[src/rtl/riscv_pkg.sv]
// riscv_pkg: shared constants and types for the RV32I core
package riscv_pkg;
  localparam int XLEN = 32;
  localparam logic [XLEN-1:0] NOP_INSTR = 32'h00000013;
  typedef enum logic [1:0] {FETCH, HOLD, DROP} fetch_state_e;
endpackage

[src/rtl/if_id_register.sv]
// if_id_register: IF/ID pipeline register with load/bubble/hold control
// Ports: clk, rst (async active-low); load captures fetch_*; bubble writes NOP
// and clears valid while keeping pc/pc_plus4; neither holds. load wins over bubble.
module if_id_register
  import riscv_pkg::*;
#(
  parameter logic [XLEN-1:0] NOP = NOP_INSTR
) (
  input  logic            clk,
  input  logic            rst,
  input  logic            load,
  input  logic            bubble,
  input  logic [XLEN-1:0] fetch_instr,
  input  logic [XLEN-1:0] fetch_pc,
  input  logic [XLEN-1:0] fetch_pc_plus4,
  output logic [XLEN-1:0] instr,
  output logic [XLEN-1:0] pc,
  output logic [XLEN-1:0] pc_plus4,
  output logic            valid
);
  always_ff @(posedge clk or negedge rst)
    if (!rst) begin
      instr    <= NOP;
      pc       <= '0;
      pc_plus4 <= '0;
      valid    <= 1'b0;
    end else if (load) begin
      instr    <= fetch_instr;
      pc       <= fetch_pc;
      pc_plus4 <= fetch_pc_plus4;
      valid    <= 1'b1;
    end else if (bubble) begin
      instr    <= NOP;
      valid    <= 1'b0;
    end
endmodule

[src/rtl/fetch_stage.sv]
// fetch_stage: RV32I IF stage with req/ready imem handshake and IF/ID register
// Ports: clk, rst (async active-low); PCSrcE/PCTargetE redirect from Execute;
// StallD/FlushD from hazard unit; imem_req/imem_addr/imem_rdata/imem_ready to
// instruction memory; InstrD/PCD/PCPlus4D/ValidD to Decode.
module fetch_stage #(
  parameter logic [riscv_pkg::XLEN-1:0] RESET_PC  = 32'h00000000,
  parameter logic [riscv_pkg::XLEN-1:0] NOP_INSTR = riscv_pkg::NOP_INSTR
) (
  input  logic                         clk,
  input  logic                         rst,
  input  logic                         PCSrcE,
  input  logic [riscv_pkg::XLEN-1:0]   PCTargetE,
  input  logic                         StallD,
  input  logic                         FlushD,
  output logic                         imem_req,
  output logic [riscv_pkg::XLEN-1:0]   imem_addr,
  input  logic [riscv_pkg::XLEN-1:0]   imem_rdata,
  input  logic                         imem_ready,
  output logic [riscv_pkg::XLEN-1:0]   InstrD,
  output logic [riscv_pkg::XLEN-1:0]   PCD,
  output logic [riscv_pkg::XLEN-1:0]   PCPlus4D,
  output logic                         ValidD
);
  import riscv_pkg::*;
  fetch_state_e state, state_next;
  logic [XLEN-1:0] pcf, pcf_next, skid, redir, target;
  logic started, fire, load, bubble, skid_load;
  assign target    = PCTargetE & ~32'h3;
  // started keeps the request low for the first cycle out of reset
  assign imem_req  = started && state != HOLD;
  assign imem_addr = pcf;
  assign fire      = imem_req && imem_ready;
  always_comb begin
    state_next = state;
    pcf_next   = pcf;
    load       = 1'b0;
    bubble     = 1'b0;
    skid_load  = 1'b0;
    case (state)
      FETCH: begin
        bubble = !StallD || PCSrcE || FlushD;
        if (PCSrcE) begin
          // an unanswered request must stay on the bus, so park the target
          if (imem_req && !imem_ready) state_next = DROP;
          else pcf_next = target;
        end else if (!FlushD && fire) begin
          if (StallD) begin
            skid_load  = 1'b1;
            state_next = HOLD;
          end else begin
            load     = 1'b1;
            pcf_next = pcf + 32'd4;
          end
        end
      end
      HOLD: begin
        bubble = PCSrcE || FlushD;
        if (PCSrcE) begin
          pcf_next   = target;
          state_next = FETCH;
        end else if (FlushD) begin
          state_next = FETCH;
        end else if (!StallD) begin
          load       = 1'b1;
          pcf_next   = pcf + 32'd4;
          state_next = FETCH;
        end
      end
      DROP: begin
        bubble = !StallD || PCSrcE || FlushD;
        if (imem_ready) begin
          pcf_next   = PCSrcE ? target : redir;
          state_next = FETCH;
        end
      end
      default: state_next = FETCH;
    endcase
  end
  always_ff @(posedge clk or negedge rst)
    if (!rst) begin
      state   <= FETCH;
      pcf     <= RESET_PC;
      skid    <= '0;
      redir   <= '0;
      started <= 1'b0;
    end else begin
      state   <= state_next;
      pcf     <= pcf_next;
      started <= 1'b1;
      if (skid_load) skid <= imem_rdata;
      if (PCSrcE) redir <= target;
    end
  if_id_register #(.NOP(NOP_INSTR)) u_if_id (
    .clk           (clk),
    .rst           (rst),
    .load          (load),
    .bubble        (bubble),
    .fetch_instr   (state == HOLD ? skid : imem_rdata),
    .fetch_pc      (pcf),
    .fetch_pc_plus4(pcf + 32'd4),
    .instr         (InstrD),
    .pc            (PCD),
    .pc_plus4      (PCPlus4D),
    .valid         (ValidD)
  );
endmodule

[config.mk]
export PLATFORM = sky130hd
export DESIGN_NAME = fetch_stage
export DESIGN_NICKNAME = d
export VERILOG_FILES = /design/src/rtl/riscv_pkg.sv /design/src/rtl/if_id_register.sv /design/src/rtl/fetch_stage.sv
export SDC_FILE = /design/constraint.sdc
export NUM_CORES = 1
export LEC_CHECK = 0
export ABC_CLOCK_PERIOD_IN_PS = 2300
export CAP_MARGIN = 20
export CORE_MARGIN = 4
export CORE_UTILIZATION = 40
export DETAILED_ROUTE_END_ITERATION = 10
export PLACE_DENSITY_LB_ADDON = 0.05
export SYNTH_ARGS = -nofsm -noshare
export SYNTH_HDL_FRONTEND = slang
export SYNTH_SLANG_ARGS = --single-unit
export TNS_END_PERCENT = 5
[constraint.sdc]
create_clock -name clk -period 2.3 [get_ports clk]
set_input_delay 0.23 -clock clk [delete_from_list [all_inputs] [get_ports clk]]
set_output_delay 0.23 -clock clk [all_outputs]
set_load 0.1 [all_outputs]
==> metrics.csv <==
metric;value;unit
gp_congestion;0.785;
synth_seq_cells;194;
syn2layout_area_growth;31.7;%
antenna_found_initial;2;
hpwl;17.7;mm
yosysMostFrequentCell;nand2_1;
dpl_cell_area;11200;um2
cts_tree;yes;
grtUsageMet3;6.62;%
min_period_over_period;90.3;%
grt_use_met1;27.2;%
cts.htree.levels;4;
drt_wl_total;25.0;mm
ys_top_cells_by_area;dfrtp_1 53%, nand2_1 8.6%, o21ai_0 6.4%, mux2_2 5.8%, mux2i_1 4.1%;
rsz0062_at_grt;false;
finalCoreUtilization;53.8;%
synth_top_area_share;53.4;%
port_buffers;197;
timing.critical_path.from;imem_addr[2];
power-per-cell-area;1120;nW/um2
fillers;2040;
ant_nets;0;
via_per_inst;5.14;
grt_pass1_wl;39.6;mm
status;finished clean;
netlist_top_cells_count;204 x nand2_1, 191 x dfrtp_1, 114 x o21ai_0, 47 x clkbuf_1, 46 x mux2_2;
crit_path_start_kind;flip-flop;
seq_area;4890;um2
path_cells;ha_1 -> nand4_1 -> buf_4 -> nor4_4 -> or4b_1 -> a21oi_1 -> o32a_1;
die_y;158;um
cp_max_fo;5;
grt_max_degree;61;
peakVddDrop;623;uV
r2r_start;imem_addr[2];
synth.distinct_cells;58;
io_pins;200;
synth_edf_count;0;
period_needed;2.08;ns
cp_slowest_cell;or4b_1;
synth_area;8950;um2
synth_warnings;0;
crit_required;2.68;ns
setup_viol_count_final;0;
max_cap_violations;0;
track_usage;20.4;%
worst-slew-pin-transition;0.594;ns
critPathKind;flip-flop to flip-flop;
synthFlopType;dfrtp_1;
slowest_delay;0.57;ns
insertion_delay;0.44;ns
wl_per_cell;17.7;um
grt_pass1_vias;7106;
timing.fmax;482;MHz
insertedDiodeCount;0;
cts_buffers;17;
first_iter_violations;350;
end_kind;flip-flop;
synthArstFlopShare;100;%
setup_tns;0;ns
hold_class;input pin to asynchronous set/reset pin;
drc_errors;0;
fin_worst_skew;0.0139;ns
vias;7251;
start_util;40.9;%
cts-root-buf;clkbuf_16;
finalHoldViolCount;0;
drive_gt1_share;26.2;%
first_pass_iters;7;
ys_seq_area_share;54.3;%
synth_top_area_cell;dfrtp_1;
cts_sinks;194;
syn-num-nets;982;
slew_viol_final;0;
synthCells;911;
core-area;21900;um2
p_leak;0.00565;uW
reg2reg_slack;0.22;ns
fin_area;11800;um2
busiest_layer;met2;
p_total;13100;uW
cts_buffer_depth;2;
use_met2;32.7;%
rows;54;
synth_area_per_cell;9.82;um2
fin_nets;1188;
overflow;0;
clk_transition_reported_paths;0.08;ns
die_w;158;um
multi_input_area;3750;um2
crit_arrival;2.46;ns
dieArea;24800;um2
relSlewSlack;60.0;%
[power by group]
part	switching, uW	internal (uW)
Combinational	4360	1290
Clock	1450	1480
Sequential	489	4070
[placed cells by master, fill, tap and decap left out, types with 17 or more instances in the layout]
cell type and count:
nor2_1 39, nand2_1 203, mux2i_1 37, clkbuf_16 17, a21oi_1 33, mux2_2 46, buf_4 179, dfrtp_1 173
inv_1 22, o21ai_0 114, clkdlybuf4s50_1 65
[sequential cells by signal, summed over array words and instances, names as in the netlist]
name              cells
redir                32
state                 2
skid                 32
u_if_id.instr        32
u_if_id.valid         1
u_if_id.pc           32
u_if_id.pc_plus4     30
started               1
imem_addr            32
[critical path: cells and delay by family, from the launching register on]
kind            cells  cell delay, ns
fa+ha+maj           1            0.26
flops               1            0.40
compound gates      2            0.33
simple gates        3            0.86
buf+inv             1            0.17
[cells by family after synthesis]
kind of cell	Yosys count	share of synthesized area [%]
and+or+nand+nor	311	15.4
AOI/OAI and AO/OA	206	13.6
DFF	194	54.3
buffers and inverters	88	4.04
muxes	83	9.93
xor gates and xnor gates	27	2.64
adders and majority gates	1	0.140
other	1	0.0419
[metal layers]
metal | share of wire, % | vias up
li1 | - | 3555
met1 | 44 | 3470
met2 | 47 | 194
met3 | 7.2 | 28
met4 | 1.4 | 4
met5 | 0.11 | -
[repair_timing]
item | CTS | global route
resized for setup | 0 | 1
hold buffers | 1 | 0
endpoints found under the setup margin | 0 | 4
buffers inserted | 0 | 0
hold endpoints to repair | 54 | 0
[final timing paths]
kind | endpoint | cells past startpoint
setup / recovery | imem_addr[22] | 7
hold / removal | u_if_id.pc[19] | 2
setup reg to reg | imem_addr[22] | 7
hold reg to reg | u_if_id.pc[15] | 2
max in group asynchronous | u_if_id.instr[4] | 3
min in group clk | redir[20] | 4
[stage by stage]
stage | hold WS (ns) | cells | setup WS [ns]
6_report | 0.321 | 1410 | 0.224
5_1_grt | 0.341 | 1410 | 0.0769
4_1_cts | 0.316 | 1410 | 0.129
3_5_place_dp | 0.258 | 1377 | 0.0385
3_3_place_gp | 0.253 | 1377 | 0.0628
2_1_floorplan | -0.0656 | 911 | -0.0703
[cell type report]
type | count | share of cell area, %
Sequential cell | 194 | 41.5
Inverter | 22 | 0.701
Clock buffer | 19 | 3.84
Clock inverter | 13 | 0.955
Multi-Input combinational cell | 629 | 31.8
Timing Repair Buffer | 253 | 18.2
Tap cell | 280 | 2.97
Note: power is estimated with default switching activity, not from simulation.
